[config.mk]
export PLATFORM = sky130hd
export DESIGN_NAME = axi_lite_arb2_ctrl
export DESIGN_NICKNAME = d
export VERILOG_FILES = /design/src/rtl/axi_lite_arb2_ctrl.sv
export SDC_FILE = /design/constraint.sdc
export NUM_CORES = 1
export LEC_CHECK = 0
export ABC_AREA = 1
export BUFFER_PORTS_ARGS = -buffer_cell sky130_fd_sc_hd__buf_4
export CORE_AREA = 2 2 138 140
export DETAILED_ROUTE_END_ITERATION = 7
export DIE_AREA = 0 0 140 142
export GPL_TIMING_DRIVEN = 0
export HOLD_SLACK_MARGIN = 0.08
export MAX_ROUTING_LAYER = met4
export PLACE_DENSITY = 0.66
export SKIP_LAST_GASP = 1
export SYNTH_ARGS = -nofsm -noshare
export SYNTH_HDL_FRONTEND = slang
export SYNTH_SLANG_ARGS = --single-unit
[constraint.sdc]
create_clock -name ACLK -period 1.65 [get_ports ACLK]
set_clock_uncertainty 0.2 [all_clocks]
set_input_delay 0.2475 -clock ACLK [delete_from_list [all_inputs] [get_ports ACLK]]
set_output_delay 0.2475 -clock ACLK [all_outputs]
set_load 0.05 [all_outputs]
[src/rtl/axi_lite_arb2_ctrl.sv]
`default_nettype none
// ============================================================================
// Module      : axi_lite_arb2_ctrl
// Description : Two-requester round-robin arbiter/sequencer that drives a
//               single-beat AXI-Lite slave port (AW/W/B and AR/R).
//               One transaction in flight; all AXI outputs registered.
//               Optional wait-state abort: define ARB_TIMEOUT_EN.
// Revision    : 1.0 - initial release
// ============================================================================
module axi_lite_arb2_ctrl #(
  parameter int TIMEOUT_CYCLES = 255,
  parameter int RESET_PRIORITY = 0
) (
  input  logic        ACLK,
  input  logic        ARESET,
  // requester 0
  input  logic        REQ0_VALID,
  input  logic        REQ0_WRITE,
  input  logic [31:0] REQ0_ADDR,
  input  logic [31:0] REQ0_WDATA,
  input  logic [3:0]  REQ0_WSTRB,
  output logic        REQ0_DONE,
  output logic [31:0] REQ0_RDATA,
  output logic        REQ0_ERR,
  // requester 1
  input  logic        REQ1_VALID,
  input  logic        REQ1_WRITE,
  input  logic [31:0] REQ1_ADDR,
  input  logic [31:0] REQ1_WDATA,
  input  logic [3:0]  REQ1_WSTRB,
  output logic        REQ1_DONE,
  output logic [31:0] REQ1_RDATA,
  output logic        REQ1_ERR,
  // AXI-Lite master port
  output logic [31:0] AWADDR,
  output logic        AWVALID,
  input  logic        AWREADY,
  output logic [31:0] WDATA,
  output logic [3:0]  WSTRB,
  output logic        WVALID,
  input  logic        WREADY,
  input  logic        BRESP,
  input  logic        BVALID,
  output logic        BREADY,
  output logic [31:0] ARADDR,
  output logic        ARVALID,
  input  logic        ARREADY,
  input  logic [31:0] RDATA,
  input  logic        RVALID,
  output logic        RREADY
);

  localparam logic [2:0] c_S_IDLE  = 3'd0;
  localparam logic [2:0] c_S_WADDR = 3'd1;
  localparam logic [2:0] c_S_WRESP = 3'd2;
  localparam logic [2:0] c_S_RADDR = 3'd3;
  localparam logic [2:0] c_S_RDATA = 3'd4;
  localparam logic [2:0] c_S_DONE  = 3'd5;

  // last_grant starts opposite the favoured requester so that it wins the
  // first tie after reset
  localparam logic c_LAST_RST = (RESET_PRIORITY == 0) ? 1'b1 : 1'b0;

  // An out-of-range timeout value elaborates this empty block, which makes
  // the mistake visible in the elaborated hierarchy; legal values never do.
  if ((TIMEOUT_CYCLES < 1) || (TIMEOUT_CYCLES > 255)) begin : g_timeout_out_of_range
  end

  logic [2:0]  r_state;
  logic [2:0]  w_state_nxt;
  logic        r_gnt;
  logic        r_last;
  logic [31:0] r_addr;
  logic [31:0] r_wdata;
  logic [3:0]  r_wstrb;
  logic        r_awvalid;
  logic        r_wvalid;
  logic        r_bready;
  logic        r_arvalid;
  logic        r_rready;
  logic        r_aw_done;
  logic        r_w_done;
  logic        r_done0;
  logic        r_done1;
  logic        r_err0;
  logic        r_err1;
  logic [31:0] r_rdata0;
  logic [31:0] r_rdata1;

  logic w_any;
  logic w_sel1;
  logic w_sel_write;
  logic w_aw_hs;
  logic w_w_hs;
  logic w_b_hs;
  logic w_ar_hs;
  logic w_r_hs;
  logic w_aw_fin;
  logic w_w_fin;
  logic w_tmo;
  logic w_finish;
  logic w_fin_err;
  logic w_fin_rd;

  // Round-robin pick: a lone request wins; on a tie, the one not served last
  assign w_any       = REQ0_VALID | REQ1_VALID;
  assign w_sel1      = REQ1_VALID & (~REQ0_VALID | ~r_last);
  assign w_sel_write = w_sel1 ? REQ1_WRITE : REQ0_WRITE;

  assign w_aw_hs  = r_awvalid & AWREADY;
  assign w_w_hs   = r_wvalid & WREADY;
  assign w_b_hs   = r_bready & BVALID;
  assign w_ar_hs  = r_arvalid & ARREADY;
  assign w_r_hs   = r_rready & RVALID;
  assign w_aw_fin = r_aw_done | w_aw_hs;
  assign w_w_fin  = r_w_done | w_w_hs;

`ifdef ARB_TIMEOUT_EN
  localparam logic [7:0] c_TMO_LAST = 8'(TIMEOUT_CYCLES - 1);

  logic [7:0] r_tmo_cnt;
  logic       w_wait_state;

  assign w_wait_state = (r_state == c_S_WADDR) || (r_state == c_S_WRESP) ||
                        (r_state == c_S_RADDR) || (r_state == c_S_RDATA);
  assign w_tmo        = w_wait_state && (r_tmo_cnt == c_TMO_LAST);

  // Wait-state counter: restarts on every state change, counts wait cycles
  always_ff @(posedge ACLK or negedge ARESET) begin
    if (!ARESET) begin
      r_tmo_cnt <= 8'd0;
    end else if (w_state_nxt != r_state) begin
      r_tmo_cnt <= 8'd0;
    end else if (w_wait_state) begin
      r_tmo_cnt <= r_tmo_cnt + 8'd1;
    end
  end
`else
  assign w_tmo = 1'b0;
`endif

  // Next-state and completion decode; a real handshake always beats timeout
  always_comb begin
    w_state_nxt = r_state;
    w_finish    = 1'b0;
    w_fin_err   = 1'b0;
    w_fin_rd    = 1'b0;
    case (r_state)
      c_S_IDLE: begin
        if (w_any) w_state_nxt = w_sel_write ? c_S_WADDR : c_S_RADDR;
      end
      c_S_WADDR: begin
        if (w_aw_fin && w_w_fin) begin
          w_state_nxt = c_S_WRESP;
        end else if (w_tmo) begin
          w_state_nxt = c_S_DONE;
          w_finish    = 1'b1;
          w_fin_err   = 1'b1;
        end
      end
      c_S_WRESP: begin
        if (w_b_hs) begin
          w_state_nxt = c_S_DONE;
          w_finish    = 1'b1;
          w_fin_err   = BRESP;
        end else if (w_tmo) begin
          w_state_nxt = c_S_DONE;
          w_finish    = 1'b1;
          w_fin_err   = 1'b1;
        end
      end
      c_S_RADDR: begin
        if (w_ar_hs) begin
          w_state_nxt = c_S_RDATA;
        end else if (w_tmo) begin
          w_state_nxt = c_S_DONE;
          w_finish    = 1'b1;
          w_fin_err   = 1'b1;
        end
      end
      c_S_RDATA: begin
        if (w_r_hs) begin
          w_state_nxt = c_S_DONE;
          w_finish    = 1'b1;
          w_fin_rd    = 1'b1;
        end else if (w_tmo) begin
          w_state_nxt = c_S_DONE;
          w_finish    = 1'b1;
          w_fin_err   = 1'b1;
        end
      end
      c_S_DONE: w_state_nxt = c_S_IDLE;
      default:  w_state_nxt = c_S_IDLE;
    endcase
  end

  // Sequencer: grant capture and AXI VALID/READY generation
  always_ff @(posedge ACLK or negedge ARESET) begin
    if (!ARESET) begin
      r_state   <= c_S_IDLE;
      r_gnt     <= 1'b0;
      r_last    <= c_LAST_RST;
      r_addr    <= 32'd0;
      r_wdata   <= 32'd0;
      r_wstrb   <= 4'd0;
      r_awvalid <= 1'b0;
      r_wvalid  <= 1'b0;
      r_bready  <= 1'b0;
      r_arvalid <= 1'b0;
      r_rready  <= 1'b0;
      r_aw_done <= 1'b0;
      r_w_done  <= 1'b0;
    end else begin
      r_state <= w_state_nxt;
      case (r_state)
        c_S_IDLE: begin
          if (w_any) begin
            r_gnt     <= w_sel1;
            r_addr    <= w_sel1 ? REQ1_ADDR  : REQ0_ADDR;
            r_wdata   <= w_sel1 ? REQ1_WDATA : REQ0_WDATA;
            r_wstrb   <= w_sel1 ? REQ1_WSTRB : REQ0_WSTRB;
            r_awvalid <= w_sel_write;
            r_wvalid  <= w_sel_write;
            r_arvalid <= ~w_sel_write;
            r_aw_done <= 1'b0;
            r_w_done  <= 1'b0;
          end
        end
        c_S_WADDR: begin
          if (w_aw_hs) begin
            r_awvalid <= 1'b0;
            r_aw_done <= 1'b1;
          end
          if (w_w_hs) begin
            r_wvalid <= 1'b0;
            r_w_done <= 1'b1;
          end
          if (w_aw_fin && w_w_fin) r_bready <= 1'b1;
        end
        c_S_RADDR: begin
          if (w_ar_hs) begin
            r_arvalid <= 1'b0;
            r_rready  <= 1'b1;
          end
        end
        c_S_DONE: begin
          r_last    <= r_gnt;
          r_aw_done <= 1'b0;
          r_w_done  <= 1'b0;
        end
        default: ;
      endcase
      // Any completion (normal or abort) leaves every channel idle
      if (w_finish) begin
        r_awvalid <= 1'b0;
        r_wvalid  <= 1'b0;
        r_bready  <= 1'b0;
        r_arvalid <= 1'b0;
        r_rready  <= 1'b0;
      end
    end
  end

  // Requester status: DONE pulses during the DONE state; ERR/RDATA are held
  always_ff @(posedge ACLK or negedge ARESET) begin
    if (!ARESET) begin
      r_done0  <= 1'b0;
      r_done1  <= 1'b0;
      r_err0   <= 1'b0;
      r_err1   <= 1'b0;
      r_rdata0 <= 32'd0;
      r_rdata1 <= 32'd0;
    end else begin
      r_done0 <= w_finish & ~r_gnt;
      r_done1 <= w_finish & r_gnt;
      if (w_finish && !r_gnt) begin
        r_err0 <= w_fin_err;
        if (w_fin_rd) r_rdata0 <= RDATA;
      end
      if (w_finish && r_gnt) begin
        r_err1 <= w_fin_err;
        if (w_fin_rd) r_rdata1 <= RDATA;
      end
    end
  end

  assign AWADDR     = r_addr;
  assign AWVALID    = r_awvalid;
  assign WDATA      = r_wdata;
  assign WSTRB      = r_wstrb;
  assign WVALID     = r_wvalid;
  assign BREADY     = r_bready;
  assign ARADDR     = r_addr;
  assign ARVALID    = r_arvalid;
  assign RREADY     = r_rready;
  assign REQ0_DONE  = r_done0;
  assign REQ0_ERR   = r_err0;
  assign REQ0_RDATA = r_rdata0;
  assign REQ1_DONE  = r_done1;
  assign REQ1_ERR   = r_err1;
  assign REQ1_RDATA = r_rdata1;

endmodule
`default_nettype wire

==> flow_results.xml <==
<?xml version="1.0" encoding="UTF-8"?>
<metrics>
  <group name="sta">
    <metric name="totalNegativeSetupSlack" unit="ns">-0.697</metric>
    <metric name="slew_worst_pin" unit="ns">0.687</metric>
    <metric name="max_clock_freq" unit="MHz">571</metric>
    <metric name="layout_worst_path_cycle_share" unit="">1.06</metric>
    <metric name="worst_slack" unit="ns">-0.102</metric>
    <metric name="final_max_slew_viol_count" unit="">0</metric>
    <metric name="slew_headroom" unit="">0.542</metric>
    <metric name="rsz0062_at_grt" unit="">yes</metric>
    <metric name="final.min_clock_period" unit="ns">1.75</metric>
    <metric name="setup_violations" unit="">24</metric>
    <metric name="report.final.hold_viol_count" unit="">0</metric>
  </group>
  <group name="cells_and_area">
    <metric name="final_layout_size_suffix_gt1_frac" unit="">0.395</metric>
    <metric name="post_layout_nonfiller_instances" unit="">1587</metric>
    <metric name="final_design_area_no_fill" unit="sq um">12600</metric>
    <metric name="area_occupied_by_multi_input_gates" unit="sq um">2340</metric>
    <metric name="fin_util" unit="">0.685</metric>
    <metric name="area.growth.synth_to_final" unit="%">92.0</metric>
    <metric name="fill_cell_count" unit="">1356</metric>
    <metric name="register_area" unit="sq um">3710</metric>
    <metric name="num-nets-final" unit="">1518</metric>
  </group>
  <group name="worst_setup_path">
    <metric name="worst-path-max-fanout" unit="">8</metric>
    <metric name="reg2reg_slack" unit="ns">-0.10</metric>
    <metric name="critPathRequiredTime" unit="ns">1.77</metric>
    <metric name="worst-r2r-cell-count" unit="">7</metric>
    <metric name="setup.worst_path.end_class" unit="">flip-flop</metric>
    <metric name="crit_type" unit="">reg2reg</metric>
    <metric name="worst_r2r_dst" unit="">WDATA[11]</metric>
    <metric name="cp_startpoint_kind" unit="">flip-flop</metric>
    <metric name="timing.rr.start" unit="">r_state[1]</metric>
    <metric name="arrival" unit="ns">1.87</metric>
  </group>
  <group name="global_route">
    <metric name="gr-total-overflow" unit="">0</metric>
    <metric name="gr-usage-all-layers" unit="">0.273</metric>
    <metric name="grt_pass1_vias" unit="">7866</metric>
    <metric name="wire_length_of_the_first_global_routing_pass" unit="mm">41.1</metric>
    <metric name="grt_antenna_before_repair" unit="">2</metric>
    <metric name="pin_count_of_the_biggest_net_entering_global_routing" unit="">79</metric>
  </group>
  <group name="logic_synthesis">
    <metric name="sequential_cell_area_fraction_in_the_yosys_report" unit="">0.563</metric>
    <metric name="register_bit_count_reported_by_yosys" unit="">148</metric>
    <metric name="syn_area_per_cell" unit="sq um">8.63</metric>
    <metric name="yosys_warnings" unit="">0</metric>
    <metric name="syn_inst" unit="">763</metric>
    <metric name="synth_area" unit="sq um">6580</metric>
    <metric name="yosysUniqueCellTypes" unit="">20</metric>
    <metric name="synthesis.nets" unit="">943</metric>
  </group>
  <group name="die">
    <metric name="core" unit="sq um">18500</metric>
    <metric name="placement_rows" unit="">50</metric>
    <metric name="floorplan.die.height" unit="um">142</metric>
    <metric name="initial_core_utilization" unit="">0.357</metric>
    <metric name="floorplan.die_area" unit="sq um">19900</metric>
    <metric name="pin_count" unit="">353</metric>
    <metric name="die_w" unit="um">140</metric>
  </group>
  <group name="cts">
    <metric name="cts_inserted_buffers" unit="">17</metric>
    <metric name="clock_sinks" unit="">148</metric>
    <metric name="clock_insertion_delay_worst_skew" unit="ns">0.42</metric>
    <metric name="root_buffer" unit="">sky130_fd_sc_hd__clkbuf_16</metric>
    <metric name="tritoncts_clock_tree" unit="">yes</metric>
    <metric name="max-clock-path-buffers" unit="">2</metric>
    <metric name="cts.htree.levels" unit="">4</metric>
    <metric name="clk_pin_slew" unit="ns">0.06</metric>
  </group>
  <group name="min_path">
    <metric name="hold_path.startpoint" unit="">REQ1_VALID</metric>
    <metric name="hold_path_depth" unit="">6</metric>
    <metric name="min-delay-path-class" unit="">in2reg</metric>
    <metric name="sink_of_the_worst_hold_path" unit="">WVALID</metric>
  </group>
  <group name="placement">
    <metric name="portBuffers" unit="">352</metric>
    <metric name="placement.cell_area" unit="sq um">9550</metric>
    <metric name="detailedPlacementHpwl" unit="mm">17.8</metric>
    <metric name="place.detailed.instances" unit="">1350</metric>
    <metric name="gp_congestion" unit="">0.898</metric>
  </group>
  <group name="pwr">
    <metric name="power.density_cell_area" unit="nW/um^2">812</metric>
    <metric name="cellLeakagePower" unit="nW">6.44</metric>
    <metric name="power.total" unit="mW">10.3</metric>
    <metric name="vdd_ir_drop_max" unit="V">0.000667</metric>
  </group>
  <group name="flow_run">
    <metric name="drv_cap" unit="">0</metric>
  </group>
  <group name="detailed_routing">
    <metric name="drt-total-wl" unit="mm">27.7</metric>
    <metric name="drc" unit="">16</metric>
    <metric name="via_per_inst" unit="">4.81</metric>
    <metric name="ant_nets" unit="">0</metric>
    <metric name="first_pass_iters" unit="">7</metric>
    <metric name="via_count" unit="">7638</metric>
    <metric name="detail_route.wl_per_cell" unit="um">17.5</metric>
    <metric name="detailedRoute.firstIterationViolations" unit="">461</metric>
  </group>
  <group name="outcome">
    <metric name="result_of_the_run" unit="">finished with violations</metric>
    <metric name="failed_checks" unit="">design-rule violations, negative setup slack</metric>
  </group>
</metrics>
-- power by group --
group | switching (mW) | internal, mW | leakage, nW
logic | 1.38 | 1.05 | 4.24
clock network | 1.56 | 2.35 | 0.286
registers | 0.137 | 3.78 | 1.91
total | 3.08 | 7.18 | 6.44
-- kinds of logic (layout without fill, tap and decap cells) --
kind of cell	Yosys count	after routing	synth area share
AND/OR/NAND/NOR	280	280	0.173
AO/OA/AOI/OAI	210	210	0.160
flip-flops	148	148	0.563
buffers and inverters	125	713	0.105
other	0	2	0
-- worst max-delay path: stages (launching register included) --
cell and delay [ns]:
sky130_fd_sc_hd__dfrtp_2 0.45, sky130_fd_sc_hd__nor2_8 0.15, sky130_fd_sc_hd__nand2_4 0.08, sky130_fd_sc_hd__nor2_8 0.17, sky130_fd_sc_hd__buf_12 0.18, sky130_fd_sc_hd__buf_8 0.13
sky130_fd_sc_hd__o21ai_2 0.05, sky130_fd_sc_hd__o21ai_1 0.23
-- synth_stat cells (all sizes together) --
master  number  area, sq um
nand3       16         85.1
o21ai      207         1040
dfstp        1         26.3
inv         52          200
nand4        1         6.26
nor2        80          333
nand2      183          712
clkbuf      11         41.3
dfrtp      147         3680
a21oi        3         15.0
buf         62          449
-- placed cells by master, fill, tap and decap left out, types with 5 or more instances in the layout --
cell type,n
sky130_fd_sc_hd__buf_4,393
sky130_fd_sc_hd__buf_6,30
sky130_fd_sc_hd__buf_8,11
sky130_fd_sc_hd__clkbuf_16,21
sky130_fd_sc_hd__clkbuf_2,5
sky130_fd_sc_hd__dfrtp_1,141
sky130_fd_sc_hd__dfrtp_2,6
sky130_fd_sc_hd__dlygate4sd3_1,178
sky130_fd_sc_hd__inv_1,48
sky130_fd_sc_hd__inv_6,5
sky130_fd_sc_hd__nand2_1,177
sky130_fd_sc_hd__nand3_1,15
sky130_fd_sc_hd__nor2_1,75
sky130_fd_sc_hd__o21ai_0,70
sky130_fd_sc_hd__o21ai_1,109
sky130_fd_sc_hd__o21ai_2,27
-- cell type report --
type	count	share of cell area
Sequential cell	148	0.294
Buffer	70	0.0515
Inverter	52	0.0166
Multi-Input combinational cell	490	0.185
Clock buffer	21	0.0372
Timing Repair Buffer	559	0.382
Clock inverter	11	0.00980
Antenna cell	2	0.000396
Tap cell	234	0.0232
-- flip-flops by register name (all words and copies together) (netlist names), 3 cells and up --
register and flops:
REQ1_RDATA 32, WDATA 32, ARADDR 32, r_state 3, WSTRB 4, REQ0_RDATA 32
-- layer usage --
metal | vias up | GRT usage | routed length, um
met5 | - | - | 0
met4 | 0 | 0.113 | 1130
met3 | 84 | 0.0663 | 1600
met2 | 311 | 0.458 | 14100
met1 | 3652 | 0.316 | 10900
li1 | 3591 | - | -
-- through the flow --
step | hold slack (ns) | setup WS [ns]
floorplan | -0.248 | 0.0661
global placement | 0.269 | -0.790
detailed placement | 0.0973 | -0.290
CTS | 0.118 | -0.0346
global route | 0.204 | -0.172
finish | 0.170 | -0.102
-- repair_timing --
item	4_1_cts	5_1_grt
endpoints found under the hold margin	210	0
resized for setup	77	115
hold buffers	178	0
gates cloned	2	5
setup buffers	12	9
pin swaps	4	38
endpoints found under the setup margin	124	144
-- how the worst max path moves through the flow --
| stage | start | end | slack (ns) | depth (start not counted) |
|---|---|---|---|---|
| floorplan | r_last | WDATA[20] | 0.07 | 7 |
| global placement | ARESET | RREADY | -0.79 | 1 |
| detailed placement | r_last | ARADDR[22] | -0.29 | 6 |
| CTS | r_state[0] | WDATA[9] | -0.03 | 8 |
| global route | r_state[1] | WDATA[11] | -0.17 | 7 |
| finish | r_state[1] | WDATA[11] | -0.10 | 7 |
Power figures use the tool's default switching activity.
